===== config.mk =====
export PLATFORM = sky130hd
export DESIGN_NAME = line_buffer_ctrl
export DESIGN_NICKNAME = d
export VERILOG_FILES = /design/src/rtl/line_buffer_ctrl.sv
export SDC_FILE = /design/constraint.sdc
export NUM_CORES = 1
export LEC_CHECK = 0
export CAP_MARGIN = 20
export CORE_MARGIN = 5
export CORE_UTILIZATION = 34
export DETAILED_ROUTE_END_ITERATION = 7
export PLACE_DENSITY = 0.89
export SETUP_SLACK_MARGIN = 0.2
export SYNTH_ARGS = -nofsm -noshare
export SYNTH_HDL_FRONTEND = slang
export SYNTH_SLANG_ARGS = --single-unit

===== constraint.sdc =====
create_clock -name Clock -period 2.2 [get_ports Clock]
set_input_delay 0.33 -clock Clock [delete_from_list [all_inputs] [get_ports Clock]]
set_output_delay 0.33 -clock Clock [all_outputs]
set_load 0.01 [all_outputs]

===== src/rtl/line_buffer_ctrl.sv =====
// line_buffer_ctrl
//   Ping-pong controller for two RGB line buffers. The write side fills one
//   bank from a valid/ready pixel stream. The read side streams the other,
//   full bank out on request. The banks' registered read data is muxed back
//   into a single output stream.
//
// Ports
//   Clock, Reset          single clock, synchronous active-high reset
//   PixIn/PixValid/PixReady   write-side pixel stream (valid/ready)
//   RdStart               one-cycle request to stream one line out
//   RdBusy                read sequence in progress
//   Underrun              one-cycle pulse: RdStart while no full bank is ready
//   PixOut/PixOutValid    read-side pixel stream
//   Addr0/1, WE0/1, RE0/1, BufferIn0/1   per-bank control and write data
//   Buf0OutR/G/B, Buf1OutR/G/B           registered bank read data
//   UnderrunCnt           saturating underrun counter (LBC_UNDERRUN_CNT_EN only)
//
// Build option
//   LBC_UNDERRUN_CNT_EN   adds the UnderrunCnt[15:0] output and its counter.
module line_buffer_ctrl #(
  parameter int LINE_LEN = 80,
  parameter int ADDR_W   = 7,
  parameter int DATA_W   = 24
) (
  input  logic              Clock,
  input  logic              Reset,
  input  logic [DATA_W-1:0] PixIn,
  input  logic              PixValid,
  output logic              PixReady,
  input  logic              RdStart,
  output logic              RdBusy,
  output logic              Underrun,
  output logic [DATA_W-1:0] PixOut,
  output logic              PixOutValid,
  output logic [ADDR_W-1:0] Addr0,
  output logic [ADDR_W-1:0] Addr1,
  output logic              WE0,
  output logic              WE1,
  output logic              RE0,
  output logic              RE1,
  output logic [DATA_W-1:0] BufferIn0,
  output logic [DATA_W-1:0] BufferIn1,
  input  logic [7:0]        Buf0OutR,
  input  logic [7:0]        Buf0OutG,
  input  logic [7:0]        Buf0OutB,
  input  logic [7:0]        Buf1OutR,
  input  logic [7:0]        Buf1OutG,
  input  logic [7:0]        Buf1OutB
`ifdef LBC_UNDERRUN_CNT_EN
  ,
  output logic [15:0]       UnderrunCnt
`endif
);

  typedef enum logic {RD_IDLE, RD_ACTIVE} rd_state_t;

  localparam logic [ADDR_W-1:0] LAST = ADDR_W'(LINE_LEN - 1);

  rd_state_t         rd_state, rd_state_nxt;
  logic              wr_bank, rd_bank, bank_pipe, valid_pipe, underrun_q;
  logic [ADDR_W-1:0] wr_addr, rd_addr;
  logic [1:0]        full, full_nxt;

  logic wr_fire, wr_last, rd_active, rd_last, start_ok, underrun_nxt;

  assign PixReady  = !full[wr_bank];
  assign wr_fire   = PixValid && PixReady;
  assign wr_last   = wr_fire && (wr_addr == LAST);
  assign rd_active = (rd_state == RD_ACTIVE);
  assign rd_last   = rd_active && (rd_addr == LAST);
  assign start_ok     = !rd_active && RdStart && full[rd_bank];
  assign underrun_nxt = !rd_active && RdStart && !full[rd_bank];

  assign RdBusy      = rd_active;
  assign Underrun    = underrun_q;
  assign PixOutValid = valid_pipe;
  assign BufferIn0   = PixIn;
  assign BufferIn1   = PixIn;

  always_comb begin
    rd_state_nxt = rd_state;
    case (rd_state)
      RD_IDLE:   if (start_ok) rd_state_nxt = RD_ACTIVE;
      RD_ACTIVE: if (rd_last)  rd_state_nxt = RD_IDLE;
      default:   rd_state_nxt = RD_IDLE;
    endcase
  end

  // The written bank is never full and the read bank is always full, so a
  // bank never sees a write and a read in the same cycle.
  always_comb begin
    Addr0 = '0;
    Addr1 = '0;
    WE0   = 1'b0;
    WE1   = 1'b0;
    RE0   = 1'b0;
    RE1   = 1'b0;
    if (wr_fire) begin
      if (wr_bank) begin WE1 = 1'b1; Addr1 = wr_addr; end
      else         begin WE0 = 1'b1; Addr0 = wr_addr; end
    end
    if (rd_active) begin
      if (rd_bank) begin RE1 = 1'b1; Addr1 = rd_addr; end
      else         begin RE0 = 1'b1; Addr0 = rd_addr; end
    end
  end

  // A final write and a final read in the same cycle hit different banks,
  // so the set and the clear both apply.
  always_comb begin
    full_nxt = full;
    if (wr_last) full_nxt[wr_bank] = 1'b1;
    if (rd_last) full_nxt[rd_bank] = 1'b0;
  end

  always_comb begin
    PixOut = '0;
    if (bank_pipe) PixOut = {Buf1OutR, Buf1OutG, Buf1OutB};
    else           PixOut = {Buf0OutR, Buf0OutG, Buf0OutB};
  end

  always_ff @(posedge Clock) begin
    if (Reset) begin
      rd_state   <= RD_IDLE;
      wr_bank    <= 1'b0;
      rd_bank    <= 1'b0;
      wr_addr    <= '0;
      rd_addr    <= '0;
      full       <= '0;
      valid_pipe <= 1'b0;
      bank_pipe  <= 1'b0;
      underrun_q <= 1'b0;
    end else begin
      rd_state   <= rd_state_nxt;
      full       <= full_nxt;
      underrun_q <= underrun_nxt;
      valid_pipe <= rd_active;
      bank_pipe  <= rd_bank;
      if (wr_fire) begin
        if (wr_last) begin
          wr_addr <= '0;
          wr_bank <= !wr_bank;
        end else begin
          wr_addr <= wr_addr + 1'b1;
        end
      end
      if (start_ok) begin
        rd_addr <= '0;
      end else if (rd_active) begin
        if (rd_last) begin
          rd_addr <= '0;
          rd_bank <= !rd_bank;
        end else begin
          rd_addr <= rd_addr + 1'b1;
        end
      end
    end
  end

`ifdef LBC_UNDERRUN_CNT_EN
  always_ff @(posedge Clock) begin
    if (Reset)                                 UnderrunCnt <= '0;
    else if (underrun_nxt && UnderrunCnt != '1) UnderrunCnt <= UnderrunCnt + 1'b1;
  end
`endif

endmodule


==> impl_metrics.json <==
{
  "cp-start-kind": "flip-flop",
  "initial_core_util_pct": 34.6,
  "cts_hold_buf": 0,
  "min_period_ns": 1.99,
  "drtPass1Iterations": 4,
  "io_buffer_count": 97,
  "worst_pin_slew_ns": 0.536,
  "routed_wl_um": 6420,
  "fillCellCount": 514,
  "cellLeakagePower_uw": 0.00116,
  "clockBufferDepth": 2,
  "crit_slowest_cell": "clkdlybuf4s50_1",
  "cp_slowest_stage_delay_ns": 0.53,
  "postRouteAntennaNets": 0,
  "grt_pass1_wl_um": 9980,
  "ir_drop_uv": 402,
  "cap_viol_max_count": 0,
  "fp.dieArea_um2": 7160,
  "cp_top_family": "buffers and inverters",
  "report.final.slew_viol_count": 0,
  "die_y_um": 84.6,
  "dp_hpwl_um": 4950,
  "seqPwrFrac_pct": 41.3,
  "num_antenna_cells": 0,
  "switching_power_uw": 201,
  "setup_viol": 0,
  "required_ns": 1.87,
  "ys_seq_elements": 22,
  "cts_buffers": 3,
  "grt_max_degree": 25,
  "timing.fmax_ghz": 0.503,
  "synth.net_count": 320,
  "synthFlopType": "dfxtp_1",
  "crit_buf_inv": 1,
  "postSynth.asyncResetShare_pct": 0,
  "synth.distinct_cells": 35,
  "clock-root-buffer": "clkbuf_8",
  "status": "finished, final reports clean",
  "internal_power_uw": 781,
  "track_usage_pct": 16.8,
  "ys_seq_area_share_pct": 23.3,
  "synth_edf_count": 0,
  "drt-initial-drc-count": 51,
  "fin_util_pct": 50.0,
  "io_pins": 170,
  "placed_cells_incl_taps": 358,
  "rsz0062_at_grt": "true",
  "path_class": "reg2out",
  "grt_pass1_vias": 1940,
  "synth_area_um2": 1890,
  "skew_ns": 0.00162,
  "clock_sinks": 22,
  "areaGrowthSynthToFinish_pct": 44.6,
  "syn_inst": 242,
  "pwr-share-comb_pct": 20.4,
  "grt_overflow": 0,
  "route.detailed.drc": 0,
  "num-nets-final": 375,
  "finalCritPeriodShare_pct": 90.4,
  "drive_above_1_share_pct": 18.6,
  "core-area_um2": 5470,
  "swShare_pct": 20.5,
  "cts_tree": "built",
  "clk_pin_slew_ns": 0.08,
  "post_drt_wl_per_cell_um": 17.4,
  "layoutNonFillerInstCount": 368,
  "htreeDepth": 1,
  "worst-path-max-fanout": 6,
  "clockPowerShare_pct": 38.3,
  "grt_antenna_before_repair": 0,
  "slew_headroom_pct": 63.9,
  "yosys_warnings": 0,
  "worst_ep_arrival_time_ns": 1.66,
  "cp-end-kind": "output pin",
  "r2r_slack_ns": 0.38,
  "final.setup.tns_ns": 0,
  "p_per_area_nw_per_um2": 359,
  "syn_area_per_cell_um2": 7.82,
  "min_path_type": "in2reg",
  "finalWeightedCongestion": 0.928,
  "clock_latency_ns": 0.26,
  "viasPerCell": 5.24,
  "hold_violations": 0,
  "core.rowCount": 27,
  "vias": 1927,
  "chipWidth_um": 84.6,
  "cp_cell_sequence": "and3b_2 > nand3_1 > nand2_1 > clkdlybuf4s50_1"
}
## cell families after synthesis
group | count (synthesis) | share of synthesized area [%]
flops | 22 | 23.3
simple gates | 80 | 21.5
fa+ha+maj | 2 | 1.32
xor+xnor | 3 | 1.39
buf+inv | 66 | 23.5
mux | 28 | 16.8
compound gates | 41 | 12.2
## sequential cells by signal, summed over array words and instances (netlist names)
register     cells
rd_bank          1
wr_bank          1
RdBusy           1
wr_addr          7
bank_pipe        1
full             2
Underrun         1
PixOutValid      1
rd_addr          7
## final timing paths
check	cells after the start	endpoint	from
setup / recovery	4	Addr1[3]	full[1]$_SDFF_PP0_
hold / removal	3	wr_addr[1]$_SDFFE_PP0P_	PixValid
setup reg to reg	4	wr_bank$_SDFFE_PP0P_	wr_addr[0]$_SDFFE_PP0P_
hold reg to reg	1	bank_pipe$_SDFF_PP0_	rd_bank$_SDFFE_PP0P_
## cell type report
cell class                      instances  area (um2)  area share (%)
Tap cell                               72        90.1            3.29
Timing Repair Buffer                  108        1070            39.3
Clock buffer                            3        41.3            1.51
Inverter                                8        33.8            1.23
Sequential cell                        22         448            16.4
Clock inverter                          1        30.0            1.10
Multi-Input combinational cell        154        1020            37.2
## cells in the final DEF, fill, tap and decap left out, drive strengths merged, types with 3 or more instances in the layout
master	instances
a21oi	13
buf	10
clkbuf	5
clkdlybuf4s50	69
dfxtp	22
dlygate4sd2	19
dlymetal6s2s	8
inv	7
mux2	27
nand2	34
nand2b	5
nand3	11
nand4	4
nor2	4
nor2b	6
o21ai	19
o31ai	4
or3	6
or4	3
xor2	3
## worst register-to-register path, stage by stage, from the launching register on
cell and delay, ns:
dfxtp_1 0.46, ha_1 0.22, nand4_1 0.28, or4_1 0.59, a21oi_1 0.19
## cell usage after synthesis, drive strengths merged (5+ instances only)
master  instances  share of area, %
a21oi          13               3.4
or3             6               2.0
nand2          34               6.7
mux2           27                16
nor2b           6               2.0
clkbuf          7               1.4
buf            51                20
nand3          11               2.9
o21ai          19               5.0
nand2b          5               1.7
dfxtp          22                23
inv             6               1.2
## power groups by stage
stage	sequential (uW)	combinational, uW	clock (uW)
detailed placement	416	210	0
global route	406	215	401
finish	405	201	376
CTS	406	206	383
floorplan	414	144	0
global placement	415	209	0
## through the flow
step	setup WS [ns]	instance area (um2)	total power [uW]	hold WS (ns)
after floorplan	0.622	1890	558	0.465
after global placement	-0.0764	2580	625	0.515
after detailed placement	-0.172	2580	626	0.526
after CTS	0.186	2660	995	0.520
after global routing	0.136	2740	1020	0.460
final	0.212	2740	982	0.414
## routing by layer
layer	GRT usage (%)	vias to the layer above	part of all wire (%)
met1	18.4	874	36
met5	0.699	-	0
li1	-	890	-
met4	5.76	0	2.9
met3	7.56	19	12
met2	28.5	144	48
## timing repair
| action | 4_1_cts | 5_1_grt |
|---|---|---|
| gates cloned | 0 | 1 |
| pin swaps | 1 | 1 |
| buffers inserted | 2 | 3 |
| endpoints found under the setup margin | 41 | 25 |
| resized for setup | 29 | 15 |
Note: power is estimated with default switching activity, not from simulation.
